==> config.mk <==
export PLATFORM = sky130hd
export DESIGN_NAME = timer_intr_ctrl
export DESIGN_NICKNAME = d
export VERILOG_FILES = /design/src/rtl/timer_pkg.sv /design/src/rtl/irq_sync_edge.sv /design/src/rtl/timer_intr_ctrl.sv
export SDC_FILE = /design/constraint.sdc
export NUM_CORES = 1
export LEC_CHECK = 0
export ABC_AREA = 0
export CORE_MARGIN = 2
export CORE_UTILIZATION = 40
export DETAILED_ROUTE_END_ITERATION = 6
export DONT_BUFFER_PORTS = 1
export RECOVER_POWER = 100
export SKIP_CTS_REPAIR_TIMING = 1
export SYNTH_ARGS = -nofsm -noshare
export SYNTH_HDL_FRONTEND = slang
export SYNTH_SLANG_ARGS = --single-unit
==> constraint.sdc <==
create_clock -name clk_i -period 11.2 [get_ports clk_i]
set_input_delay 1.68 -clock clk_i [delete_from_list [all_inputs] [get_ports clk_i]]
set_output_delay 1.68 -clock clk_i [all_outputs]
set_load 0.005 [all_outputs]
==> src/rtl/timer_pkg.sv <==
// timer_pkg: register offsets, control/status bit positions and the control register type
package timer_pkg;
    localparam int MTIME_LO_OFF    = 'h00;
    localparam int MTIME_HI_OFF    = 'h04;
    localparam int MTIMECMP_LO_OFF = 'h08;
    localparam int MTIMECMP_HI_OFF = 'h0C;
    localparam int CTRL_OFF        = 'h10;
    localparam int STATUS_OFF      = 'h14;

    localparam int CTRL_EN      = 0;
    localparam int CTRL_TIE     = 1;
    localparam int CTRL_EIE     = 2;
    localparam int CTRL_DIV_LSB = 8;
    localparam int CTRL_DIV_MSB = 15;

    localparam int STATUS_TPEND = 0;
    localparam int STATUS_EXT   = 1;

    typedef struct packed {
        logic [7:0] div;
        logic       eie;
        logic       tie;
        logic       en;
    } ctrl_t;
endpackage

==> src/rtl/irq_sync_edge.sv <==
// irq_sync_edge: two-flop synchronizer for an async level plus a gated rising-edge pulse
module irq_sync_edge (
    input  logic clk_i,
    input  logic rst_i,
    input  logic en,
    input  logic irq,
    output logic level,
    output logic pulse
);
    logic s1, s2, s3;

    always_ff @(posedge clk_i or posedge rst_i) begin
        if (rst_i) begin
            s1    <= 1'b0;
            s2    <= 1'b0;
            s3    <= 1'b0;
            pulse <= 1'b0;
        end else begin
            s1    <= irq;
            s2    <= s1;
            s3    <= s2;
            pulse <= en & s2 & ~s3;
        end
    end

    assign level = s2;
endmodule

==> src/rtl/timer_intr_ctrl.sv <==
// timer_intr_ctrl: memory-mapped mtime/mtimecmp timer with prescaler and external interrupt edge source
module timer_intr_ctrl
    import timer_pkg::*;
#(
    parameter int DW    = 32,
    parameter int ADDRW = 5
) (
    input  logic             clk_i,
    input  logic             rst_i,
    input  logic             sel_i,
    input  logic             we_i,
    input  logic             re_i,
    input  logic [ADDRW-1:0] addr_i,
    input  logic [DW-1:0]    wdata_i,
    output logic [DW-1:0]    rdata_o,
    input  logic             ext_irq_i,
    output logic             t_intr,
    output logic             e_intr
);
    ctrl_t           ctrl;
    logic [7:0]      pre_cnt;
    logic [DW-1:0]   mt_lo, mt_hi, cmp_lo, cmp_hi, shadow;
    logic [DW-1:0]   mt_lo_n, mt_hi_n, rd_mux;
    logic [ADDRW-1:0] wa;
    logic            wr, rd, tick, tpend, tpend_d, ext_lvl;
    logic            wr_lo, wr_hi, wr_clo, wr_chi, wr_ctrl;

    assign wa      = addr_i & ~ADDRW'(3);
    assign wr      = sel_i & we_i;
    assign rd      = sel_i & re_i;
    assign wr_lo   = wr && wa == ADDRW'(MTIME_LO_OFF);
    assign wr_hi   = wr && wa == ADDRW'(MTIME_HI_OFF);
    assign wr_clo  = wr && wa == ADDRW'(MTIMECMP_LO_OFF);
    assign wr_chi  = wr && wa == ADDRW'(MTIMECMP_HI_OFF);
    assign wr_ctrl = wr && wa == ADDRW'(CTRL_OFF);
    assign tick    = ctrl.en && pre_cnt == ctrl.div;

    // A bus write to either half wins over the tick and freezes the other half for that cycle
    always_comb begin
        mt_lo_n = wr_lo ? wdata_i : (tick && !wr_hi) ? mt_lo + DW'(1) : mt_lo;
        mt_hi_n = wr_hi ? wdata_i : (tick && !wr_lo && &mt_lo) ? mt_hi + DW'(1) : mt_hi;
    end

    always_comb begin
        rd_mux = wa == ADDRW'(MTIME_LO_OFF)    ? mt_lo  :
                 wa == ADDRW'(MTIME_HI_OFF)    ? shadow :
                 wa == ADDRW'(MTIMECMP_LO_OFF) ? cmp_lo :
                 wa == ADDRW'(MTIMECMP_HI_OFF) ? cmp_hi :
                 wa == ADDRW'(CTRL_OFF)        ? DW'({ctrl.div, 5'b0, ctrl.eie, ctrl.tie, ctrl.en}) :
                 wa == ADDRW'(STATUS_OFF)      ? DW'({ext_lvl, tpend}) : '0;
    end

    always_ff @(posedge clk_i or posedge rst_i) begin
        if (rst_i) begin
            ctrl    <= '0;
            pre_cnt <= '0;
            mt_lo   <= '0;
            mt_hi   <= '0;
            cmp_lo  <= '1;
            cmp_hi  <= '1;
        end else begin
            pre_cnt <= (!ctrl.en || tick) ? 8'd0 : pre_cnt + 8'd1;
            mt_lo   <= mt_lo_n;
            mt_hi   <= mt_hi_n;
            if (wr_clo)
                cmp_lo <= wdata_i;
            if (wr_chi)
                cmp_hi <= wdata_i;
            if (wr_ctrl)
                ctrl <= '{div: wdata_i[CTRL_DIV_MSB:CTRL_DIV_LSB], eie: wdata_i[CTRL_EIE],
                          tie: wdata_i[CTRL_TIE], en: wdata_i[CTRL_EN]};
        end
    end

    // TPEND is the registered compare; the pulse fires only on its rising edge
    always_ff @(posedge clk_i or posedge rst_i) begin
        if (rst_i) begin
            tpend   <= 1'b0;
            tpend_d <= 1'b0;
            t_intr  <= 1'b0;
        end else begin
            tpend   <= {mt_hi, mt_lo} >= {cmp_hi, cmp_lo};
            tpend_d <= tpend;
            t_intr  <= ctrl.tie & tpend & ~tpend_d;
        end
    end

    always_ff @(posedge clk_i or posedge rst_i) begin
        if (rst_i) begin
            rdata_o <= '0;
            shadow  <= '0;
        end else if (rd) begin
            rdata_o <= rd_mux;
            if (wa == ADDRW'(MTIME_LO_OFF))
                shadow <= mt_hi;
        end
    end

    irq_sync_edge u_ext (
        .clk_i (clk_i),
        .rst_i (rst_i),
        .en    (ctrl.eie),
        .irq   (ext_irq_i),
        .level (ext_lvl),
        .pulse (e_intr)
    );
endmodule

After elaboration in Yosys (flattened, before gate mapping). Cells that the tools add are included.

Add/sub/neg operators: 3. $lt $le $gt $ge: 1. Eq/ne operators: 6. Mux-type cells: 11. Bitwise logic cells: 8. Reduce and logical (&&, ||, !) cells: 18.

Operator list (number): two-way mux 32 bit (8); adder 32 x 1 -> 32 bit, second input constant (2); greater-or-equal comparator 64 bit (1); AND reduction 32 bit (1); two-way mux 16 bit (1); logical AND 1 bit (9); adder 8 x 1 -> 8 bit, second input constant (1); equality test 8 bit (1); two-way mux 8 bit (1); bitwise AND 1 bit (6); equality test 3 x 2 -> 1 bit, second input constant (2); equality test 3 bit, second input constant (2); logical NOT 5 bit (1); nonzero test 2 bit (2); equality test 3 x 1 -> 1 bit, second input constant (1); logical NOT 1 bit (3); two-way mux 2 bit (1); inverter 1 bit (2); AND reduction 2 bit (1); logical OR 1 bit (1).

Bits in registers: 218. Input bits: 43. Output and inout port bits: 34. Word-level logic and storage cells: 65.

Logic depth before layout (Yosys ltp). Gate-level depths: netlist (run 1).

Depth after elaboration: 7. Mapped depth: 9. Gate-level depth less buffers: 8.

Modules after synthesis. Synthesis (run 1) repeated with hierarchy kept, for this count alone.

Cells, all modules: 1280. Area, all modules: 12090.3 um2.

By module, submodules not included: timer_intr_ctrl (times used 1, cells an instance 1274, area an instance 11977.7 um2, seq. area each 5435.2 um2); irq_sync_edge (times used 1, cells an instance 6, area an instance 112.6 um2, seq. area each 100.1 um2).

Worst setup path after synthesis (run 1). OpenSTA, ideal clock, no wires.

Path kind: input-to-reg. From: input port addr_i[2]. To: register mt_hi[12]. Library setup time: 0.131 ns. Arrival time: 3.329 ns. Data required time: 11.069 ns. Path slack: 7.741 ns. Cell stages on the path: 7. Buffers on the path: 1. Cells stage by stage: buf_4 -> and3b_1 -> a2111oi_4 -> nand4_4 -> o21ai_0 -> a21boi_0 -> o211ai_1.

Cells in the longest elaborated chain, start to end: 6. Elaborated cells between the ends (all ways): 9. Classes of those cells: eq/ne (1); mux (1); reduce/logical (7).

RTL lines: start: declaration (RTL line timer_intr_ctrl.sv:13) `input logic [ADDRW-1:0] addr_i,`; logical NOT 5 bit (RTL line timer_intr_ctrl.sv:31) `assign wr_lo = wr && wa == ADDRW'(MTIME_LO_OFF);`; logical AND 1 bit (RTL line timer_intr_ctrl.sv:31); logical NOT 1 bit (RTL line timer_intr_ctrl.sv:41) `mt_hi_n = wr_hi ? wdata_i : (tick && !wr_lo && &mt_lo) ? mt_hi + DW'(1) : mt_hi;`; logical AND 1 bit (2 in series) (RTL line timer_intr_ctrl.sv:41); nonzero test 2 bit (no source line); end signal: assignment (RTL line timer_intr_ctrl.sv:64) `mt_hi <= mt_hi_n;`; end: declaration (RTL line timer_intr_ctrl.sv:22) `logic [DW-1:0] mt_lo, mt_hi, cmp_lo, cmp_hi, shadow;`.

Several ways; a longest one is shown, not always the timed one. A chain may end at the register's enable or synchronous reset.

Final worst setup path (run 1).
From: input port addr_i[2]. To: register mt_lo[25].

Cells in the longest elaborated chain, start to end: 5. Elaborated cells between the ends (all ways): 8. Classes of those cells: eq/ne (1); mux (1); reduce/logical (6).

RTL lines: equality test 3 x 1 -> 1 bit (RTL line timer_intr_ctrl.sv:32) `assign wr_hi = wr && wa == ADDRW'(MTIME_HI_OFF);`; logical AND 1 bit (RTL line timer_intr_ctrl.sv:32); logical NOT 1 bit (RTL line timer_intr_ctrl.sv:40) `mt_lo_n = wr_lo ? wdata_i : (tick && !wr_hi) ? mt_lo + DW'(1) : mt_lo;`; logical AND 1 bit (RTL line timer_intr_ctrl.sv:40); nonzero test 2 bit (no source line); end signal: assignment (RTL line timer_intr_ctrl.sv:63) `mt_lo <= mt_lo_n;`; end: declaration (RTL line timer_intr_ctrl.sv:22).

Several ways; a longest one is shown, not always the timed one.

==> metrics.yaml, run 1 <==
routing:
  totalWireLength_microns: 33800
  ant_nets: 0
  route.met2.wl_microns: 15000
  top_layer: "met4"
  vias: 9405
  first_pass_iters: 5
  wl_met1_microns: 16100
  dr_wl_met3_microns: 2140
  drt-initial-drc-count: 871
  wl_per_cell_microns: 20.0
  drc: 0
  via_per_inst: 5.57
cts:
  clockRootBuffer: "clkbuf_16"
  cts.clk_slew.worst_paths_ns: 0.06
  cts_buffers: 24
  clock_latency_ns: 0.53
  cts_htree_levels: 1
  clkSinkCount: 218
  cts_buffer_depth: 3
  cts_tree: "yes"
die:
  ioPinCount: 77
  die_h_microns: 179
  die_area_sq_um: 32000
  core_area_sq_um: 30300
  rows: 64
  die_x_microns: 179
  start_util_pct: 40.3
grt:
  track_usage_pct: 21.5
  antenna_found_initial: 1
  grt_pass1_wl_microns: 53000
  grt-ovfl-total: 0
  grt_max_degree: 143
  first_global_vias: 8911
logic_synthesis:
  synth_fp_nets: 1413
  syn_inst: 1303
  yosysWarnings: 0
  synth.avg_cell_area_sq_um: 9.40
  ys_async_sr_fraction_pct: 100
  ys_seq_elements: 218
  syn-cell-area_sq_um: 12200
  synthFlopType: "dfrtp_1"
  synth_cell_types: 62
  synth_edf_count: 0
  ys_seq_area_share_pct: 45.2
setup_path:
  required_ns: 11.61
  worstPathArrival_ns: 6.40
  cp-end-kind: "flip-flop"
  ff2ff_path_depth: 7
  startpoint_type: "input pin"
  critical_path_class: "input pin to flip-flop"
  cp_max_fo: 80
placed_design:
  gp_congestion: 0.828
  port_buffers: 0
  dp_hpwl_microns: 23100
  dpl_cell_area_sq_um: 12600
min_path:
  min_path_cells: 0
  hp-class: "flip-flop to flip-flop"
sta:
  hold_viol: 0
  min_period_over_period_pct: 53.4
  skew_ns: 0.0124
  hold_slack_ns: 0.357
  fmax_mhz: 167
  setup-tns-final_ns: 0
  rsz0062_at_grt: "false"
  fin_crit_ns: 5.98
  final_max_slew_viol_count: 396
  worstMarginPinSlew_ns: 6.25
  setup_viol: 0
  relSlewSlack_pct: -319
pwr:
  leakagePower_nw: 5.44
  ir_drop_mv: 0.0812
  powerDensity_nw_per_um2: 191
job:
  max_cap_viol_count: 6
cells_and_area:
  num-fill-cells: 2881
  drive_above_1_share_pct: 14.3
  area_delta_synth_final_pct: 9.01
  fin_nets: 1384
  final_cell_area_sq_um: 13300
  antenna_cells: 0
status:
  violations: "capacitance limit, slew limit"
  outcome: "finished, violations left"
cells by family after synthesis:
kind of cell / after synthesis / synth area share [%]
muxes: 58 / 6.13
adders and majority gates: 67 / 6.85
and+or+nand+nor: 446 / 18.4
DFF: 218 / 45.2
xor gates and xnor gates: 63 / 4.51
buffers and inverters: 149 / 4.72
AOI/OAI and AO/OA: 302 / 14.2
layout by cell type (no fill, tap or decap), types with 4 or more instances in the layout:
cell | Yosys | routed
xor2_1 | 13 | 13
nor2_1 | 58 | 57
nor2b_1 | 11 | 11
nand4_1 | 21 | 21
nand3_1 | 35 | 35
dfstp_2 | 64 | 63
o211ai_1 | 4 | 4
inv_1 | 83 | 82
a21o_1 | 10 | 10
nor4_2 | 15 | 12
mux2i_1 | 6 | 6
nor4_1 | 14 | 17
dfrtp_1 | 154 | 154
a22oi_1 | 22 | 22
nor4_4 | 4 | 4
clkinv_2 | 0 | 8
nor3_1 | 23 | 22
xnor2_1 | 50 | 50
buf_4 | 2 | 5
ha_1 | 67 | 67
and3_1 | 17 | 17
o31a_1 | 4 | 4
nand2b_1 | 10 | 10
a21boi_0 | 5 | 5
mux4_2 | 8 | 8
o21ai_0 | 158 | 176
nand2_1 | 214 | 213
mux2_2 | 43 | 43
a21oi_1 | 54 | 54
nor4b_1 | 6 | 6
and4_1 | 4 | 4
clkbuf_1 | 57 | 11
clkbuf_16 | 0 | 25
o21a_1 | 4 | 4
routing by layer:
layer	up-vias	GRT usage, %
li1	4497	-
met1	4628	32.0
met2	235	32.9
met3	45	3.48
met4	0	4.03
met5	-	0
per-stage QoR:
stage	power (W)	setup slack [ns]	instances	utilization, %
after floorplan	0.00155	3.66	1303	-
after global routing	0.00269	4.23	1688	44.0
after CTS	0.00255	7.26	1688	44.2
after detailed placement	0.00172	6.71	1644	41.5
after global placement	0.00170	6.69	1644	41.5
final	0.00254	5.22	1688	44.0
worst max-delay path, stage by stage:
cell	delay, ns
inv_1	0.11
nor4_4	0.22
clkbuf_1	2.59
nor4_1	0.95
and3_1	0.52
o31a_1	0.23
where the power goes:
group          switching [W]  total [W]  internal, W
Combinational       0.000287   0.000540     0.000253
Clock               0.000336   0.000832     0.000496
Sequential          0.000171    0.00117      0.00100
Total               0.000795    0.00254      0.00175
path summary, 6_finish.rpt:
path | start | endpoint | slack, ns
setup / recovery | addr_i[2] | mt_lo[25] | 5.22
hold / removal | u_ext.s1 | u_ext.level | 0.36
setup reg to reg | ctrl[10] | mt_lo[25] | 7.59
hold reg to reg | u_ext.s1 | u_ext.level | 0.36
max in group asynchronous | rst_i | rdata_o[27] | 5.31
min in group asynchronous | rst_i | rdata_o[4] | 2.98
registers in the layout (all words and copies together), names as in the netlist, 8 cells and up:
signal / cells
cmp_hi: 32
cmp_lo: 32
ctrl: 11
mt_hi: 32
mt_lo: 32
pre_cnt: 8
rdata_o: 32
shadow: 32
final cells by class:
| cell class | count | area (sq um) | area share (%) |
|---|---|---|---|
| clock buffers | 33 | 686 | 5.14 |
| clock inverters | 11 | 130 | 0.975 |
| inverters | 83 | 313 | 2.34 |
| multi-input cells | 936 | 6130 | 45.9 |
| flip-flops and latches | 218 | 5540 | 41.5 |
| well taps | 396 | 495 | 3.71 |
| repair buffers | 11 | 60.1 | 0.450 |
synth_stat cells (5+ instances only):
cell type | instances | area (sq um)
nand2_1 | 214 | 803
o21ai_0 | 158 | 791
dfrtp_1 | 154 | 3850
inv_1 | 83 | 312
ha_1 | 67 | 838
dfstp_2 | 64 | 1680
nor2_1 | 58 | 218
clkbuf_1 | 57 | 214
a21oi_1 | 54 | 270
xnor2_1 | 50 | 438
mux2_2 | 43 | 484
nand3_1 | 35 | 175
nor3_1 | 23 | 115
a22oi_1 | 22 | 165
nand4_1 | 21 | 131
o21ai_1 | 18 | 90.1
and3_1 | 17 | 106
nor4_2 | 15 | 188
nor4_1 | 14 | 87.6
xor2_1 | 13 | 114
nor2b_1 | 11 | 68.8
a21o_1 | 10 | 75.1
nand2b_1 | 10 | 62.6
mux4_2 | 8 | 180
mux2i_1 | 6 | 60.1
nor4b_1 | 6 | 52.6
a21boi_0 | 5 | 37.5
(Power assumes the default switching activity.)
==> run 2, diff against run 1 <==
==> constraint.sdc (replaced) <==
create_clock -name clk_i -period 5.7 [get_ports clk_i]
set_input_delay 0.855 -clock clk_i [delete_from_list [all_inputs] [get_ports clk_i]]
set_output_delay 0.855 -clock clk_i [all_outputs]
set_load 0.005 [all_outputs]
==> metrics.yaml, run 2 (synthesized netlist as in run 1, its figures left out) <==
die:
  core_area_sq_um: 30300  # unchanged
  die_x_microns: 179  # unchanged
  die_area_sq_um: 32000  # unchanged
  rows: 64  # unchanged
  start_util_pct: 40.3  # unchanged
  die_h_microns: 179  # unchanged
  ioPinCount: 77  # unchanged
cts:
  cts.clk_slew.worst_paths_ns: 0.06  # about the same
  clockRootBuffer: "clkbuf_16"
  cts_buffers: 25  # +4.2%
  clock_latency_ns: 0.53  # about the same
  clkSinkCount: 218  # unchanged
  cts_tree: "yes"
  cts_buffer_depth: 3  # unchanged
  cts_htree_levels: 1  # unchanged
grt:
  grt-ovfl-total: 0  # unchanged
  antenna_found_initial: 1  # unchanged
  first_global_vias: 9160  # +2.8%
  grt_max_degree: 175  # +22%
  grt_pass1_wl_microns: 53400  # +0.85%
  track_usage_pct: 21.6  # +0.14 points
cells_and_area:
  num-fill-cells: 2869  # -0.42%
  drive_above_1_share_pct: 13.5  # -0.79 points
  antenna_cells: 0  # unchanged
  most-common-layout-cells: "213 x nand2_1, 166 x o21ai_0, 154 x dfrtp_1"
  area_delta_synth_final_pct: 8.08
  final_common_cell: "nand2_1"
  fin_nets: 1386  # +0.14%
pwr:
  power.share.combinational_pct: 21.8  # +0.6 points
  leakagePower_nw: 5.40  # -0.70%
  clkPwrFrac_pct: 31.7  # -1.0 points
  intPower_w: 0.00336  # +92%
  total_power_w: 0.00492  # +94%
  powerDensity_nw_per_um2: 372  # +95%
  ir_drop_mv: 0.136  # +67%
  sw_frac_of_total_pct: 31.7  # +0.48 points
  p_switching_w: 0.00156  # +97%
  seqPwrFrac_pct: 46.5  # +0.5 points
sta:
  skew_ns: 0.0104  # -0.00196 ns
  hold_viol: 0  # unchanged
  setup-tns-final_ns: 0  # unchanged
  fin_crit_ns: 4.09
  rsz0062_at_grt: "false"
  min_period_over_period_pct: 71.8
  fmax_mhz: 244
  setup_viol: 0  # unchanged
  worstMarginPinSlew_ns: 2.86  # -3.39 ns
  final_max_slew_viol_count: 260  # -34%
  relSlewSlack_pct: -90.8  # +230 points
routing:
  drt-initial-drc-count: 872  # +0.11%
  drc: 0  # unchanged
  first_pass_iters: 5  # unchanged
  wl_per_cell_microns: 20.1  # +0.35%
  totalWireLength_microns: 34000  # +0.47%
  ant_nets: 0  # unchanged
  vias: 9526  # +1.3%
  via_per_inst: 5.64  # +1.2%
setup_path:
  cp_slowest_cell: "nor4_1"
  path_delay_family: "simple AND/OR/NAND/NOR gates"
  startpoint_type: "flip-flop"
  path_buf_inv: 1  # -1
  required_ns: 6.11  # -5.50 ns
  cp-end-kind: "flip-flop"
  max_stage_delay_ns: 1.40  # -1.19 ns
  path_cells: "xor2_1 > nor4_1 > nand3_1 > clkbuf_1 > nor4_1 > a21oi_1 > o31a_1"
  worstPathArrival_ns: 4.50  # -1.90 ns
  cp_max_fo: 29  # -64%
  critPathMostFrequentCell: "nor4_1"
  critical_path_class: "flip-flop to flip-flop"
job:
  max_cap_viol_count: 6  # unchanged
placed_design:
  gp_congestion: 0.838  # +1.2%
  port_buffers: 0  # unchanged
  dp_hpwl_microns: 23300  # +1.1%
min_path:
  hp-class: "flip-flop to flip-flop"
status:
  violations: "capacitance limit, slew limit"
  outcome: "finished, violations left"
## run 2: cell types whose count changed in the layout (fill, tap and decap cells not counted), moves of 2 or more
cell	previous run	this run
clkinvlp_4	0	3
o21ai_0	176	166
nor4_1	17	30
nor4_4	4	2
bufinv_16	3	1
nor4_2	12	1
o21ai_1	0	10
## run 2: area by class of cell
cell class / count / area [sq um] / area share, %
tap: 396 / 495 / 3.74
multi-input combinational: 936 / 6030 / 45.5
timing repair buffer: 12 / 76.3 / 0.577
clock buffer: 32 / 692 / 5.23
sequential: 218 / 5540 / 41.8
inverter: 83 / 313 / 2.36
clock inverter: 13 / 97.6 / 0.737
## run 2: worst paths after layout
kind / cells past startpoint / slack, ns / endpoint / from
max: 7 / 1.61 / mt_lo[29] / pre_cnt[5]
min: 0 / 0.36 / u_ext.level / u_ext.s1
max reg2reg: 7 / 1.61 / mt_lo[29] / pre_cnt[5]
min reg2reg: 0 / 0.36 / u_ext.level / u_ext.s1
max in group asynchronous: 2 / 3.24 / rdata_o[26] / rst_i
min in group asynchronous: 2 / 0.54 / rdata_o[2] / rst_i
## run 2: per-layer routing
layer  part of all wire (%)  wire, microns  GRT usage [%]
met5                  0.038             13              0
met4                    2.1            712           4.84
met3                    8.2           2780           3.86
met2                     44          14900           33.0
met1                     46          15600           31.8
## run 2: through the flow
step                      hold WS (ns)  area [sq um]  setup WS (ns)  cells  utilization (%)
after global routing             0.342         13200           1.30   1690             43.6
final                            0.356         13200           1.61   1690             43.6
after CTS                        0.347         13400           2.37   1690             44.2
after detailed placement         0.347         12600           2.15   1645             41.6
after global placement           0.342         12600           2.15   1645             41.6
after floorplan                  0.331         12200           2.06   1303                -
## run 2: power groups by stage
stage	logic, W	registers, W	clock network, W
final	0.00107	0.00229	0.00156
after global routing	0.00123	0.00235	0.00166
after CTS	0.00109	0.00228	0.00159
after detailed placement	0.00108	0.00231	0
after global placement	0.00105	0.00230	0
after floorplan	0.000855	0.00220	0
==> run 3, diff against run 2 <==
==> constraint.sdc (replaced) <==
create_clock -name clk_i -period 4.2 [get_ports clk_i]
set_input_delay 0.63 -clock clk_i [delete_from_list [all_inputs] [get_ports clk_i]]
set_output_delay 0.63 -clock clk_i [all_outputs]
set_load 0.005 [all_outputs]
==> metrics.yaml, run 3 (synthesized netlist as in run 1, its figures left out) <==
pwr:
  leakagePower_nw: 5.44  # +0.66%
  ir_drop_mv: 0.223  # +65%
  powerDensity_nw_per_um2: 507  # +36%
  intPower_w: 0.00464  # +38%
  p_switching_w: 0.00210  # +34%
  clkPwrFrac_pct: 32.3  # +0.6 points
  seqPwrFrac_pct: 46.2  # -0.3 points
  power.share.combinational_pct: 21.5  # -0.3 points
  sw_frac_of_total_pct: 31.2  # -0.57 points
cells_and_area:
  drive_above_1_share_pct: 13.7  # +0.18 points
  antenna_cells: 0  # unchanged
  final_common_cell: "nand2_1"
  area_delta_synth_final_pct: 8.52
  most-common-layout-cells: "213 x nand2_1, 166 x o21ai_0, 154 x dfrtp_1"
  instances_no_fill: 1695  # +0.30%
  final_core_util_pct: 43.8  # +0.18 points
  final_cell_area_sq_um: 13300  # +0.41%
  num-fill-cells: 2905  # +1.3%
  fin_nets: 1391  # +0.36%
sta:
  fmax_mhz: 290  # +19%
  hold_viol: 0  # unchanged
  fin_crit_ns: 3.45  # -0.640 ns
  relSlewSlack_pct: -89.9  # +0.85 points
  worstMarginPinSlew_ns: 2.85  # -0.0128 ns
  setup_viol: 0  # unchanged
  rsz0062_at_grt: "false"
  setup-tns-final_ns: 0  # unchanged
  min_period_over_period_pct: 82.2  # +10 points
  skew_ns: 0.0105  # +0.0000389 ns
  final_max_slew_viol_count: 251  # -3.5%
placed_design:
  dp_hpwl_microns: 23600  # +1.2%
  dpl_cell_area_sq_um: 12700  # +0.36%
  placed_cells: 1651  # +0.36%
  port_buffers: 0  # unchanged
  gp_congestion: 0.871  # +3.9%
setup_path:
  cp-startpoint: "mt_lo[24]"
  critical_path_class: "flip-flop to flip-flop"
  r2r_slack_ns: 0.75  # -0.86 ns
  worstPathArrival_ns: 3.84  # -0.66 ns
  ff2ff_path_depth: 7  # unchanged
  startpoint_type: "flip-flop"
  cp-end-kind: "flip-flop"
  cp_max_fo: 26  # -10%
  required_ns: 4.58  # -1.53 ns
  r2r-end: "mt_hi[27]"
  r2r_start: "mt_lo[24]"
  cp-endpoint: "mt_hi[27]"
routing:
  first_pass_iters: 5  # unchanged
  vias: 9488  # -0.40%
  totalWireLength_microns: 34000  # about the same
  drt-initial-drc-count: 813  # -6.8%
  via_per_inst: 5.60  # -0.69%
  ant_nets: 0  # unchanged
  wl_per_cell_microns: 20.1  # -0.25%
  drc: 0  # unchanged
grt:
  track_usage_pct: 21.7  # +0.13 points
  met1_usage_pct: 31.7  # about the same
  grtUsageMet3_pct: 3.60  # -0.25 points
  grt-ovfl-total: 0  # unchanged
  first_global_vias: 9317  # +1.7%
  grt_util_met2_pct: 33.6  # +0.58 points
  top_usage_layer: "met2"
  antenna_found_initial: 0  # -1
  grt_pass1_wl_microns: 53800  # +0.70%
  grt_max_degree: 142  # -19%
cts:
  cts_tree: "yes"
  cts.clk_slew.worst_paths_ns: 0.06  # about the same
  cts_htree_levels: 1  # unchanged
  clkSinkCount: 218  # unchanged
  clockRootBuffer: "clkbuf_16"
  cts_buffer_depth: 3  # unchanged
  cts_buffers: 24  # -4.0%
  clock_latency_ns: 0.53  # about the same
die:
  die_h_microns: 179  # unchanged
  start_util_pct: 40.3  # unchanged
  ioPinCount: 77  # unchanged
  rows: 64  # unchanged
  die_x_microns: 179  # unchanged
  die_area_sq_um: 32000  # unchanged
  core_area_sq_um: 30300  # unchanged
job:
  max_cap_viol_count: 5  # -1
status:
  outcome: "finished, violations left"
  violations: "capacitance limit, slew limit"
min_path:
  hp-class: "input pin to flip-flop"
run 3: critical path, cell delays in order (launching register included):
cell and delay [ns]:
dfrtp_1 0.52, nand4_1 0.27, a2111oi_0 1.14, nand4_4 0.18
buf_4 0.29, nor4_1 0.63, xnor2_1 0.18, o21ai_0 0.09
run 3: cell type report:
class	instances	area, sq um	area share [%]
multi-input combinational	936	6010	45.2
sequential	218	5540	41.7
clock buffer	36	717	5.39
tap	396	495	3.73
inverter	83	313	2.35
timing repair buffer	18	123	0.923
clock inverter	8	95.1	0.716
run 3: per-stage QoR:
stage / setup slack, ns / hold slack (ns) / power (W)
3_3_place_gp: 1.30 / 0.341 / 0.00454
5_1_grt: 0.594 / 0.121 / 0.00717
4_1_cts: 1.23 / 0.123 / 0.00680
2_1_floorplan: 0.782 / 0.331 / 0.00414
3_5_place_dp: 1.27 / 0.346 / 0.00460
6_report: 0.749 / 0.136 / 0.00674
run 3: routing by layer:
metal / routed length, microns / part of all wire [%]
met5: 0 / 0
met4: 692 / 2.0
met3: 2040 / 6.0
met2: 15000 / 44
met1: 16300 / 48
run 3: how the worst min path moves through the flow:
stage                    from          end  cells after the start
floorplan            u_ext.s1  u_ext.level                      0
global placement     u_ext.s1  u_ext.level                      0
detailed placement   u_ext.s1  u_ext.level                      0
CTS                 ext_irq_i     u_ext.s1                      0
global route        ext_irq_i     u_ext.s1                      0
finish              ext_irq_i     u_ext.s1                      0
run 3: power by group through the flow:
| stage | logic (W) | clock network (W) | registers, W |
|---|---|---|---|
| final | 0.00145 | 0.00218 | 0.00311 |
| after CTS | 0.00148 | 0.00222 | 0.00310 |
| after global placement | 0.00143 | 0 | 0.00312 |
| after floorplan | 0.00116 | 0 | 0.00298 |
| after detailed placement | 0.00147 | 0 | 0.00314 |
| after global routing | 0.00167 | 0.00232 | 0.00318 |
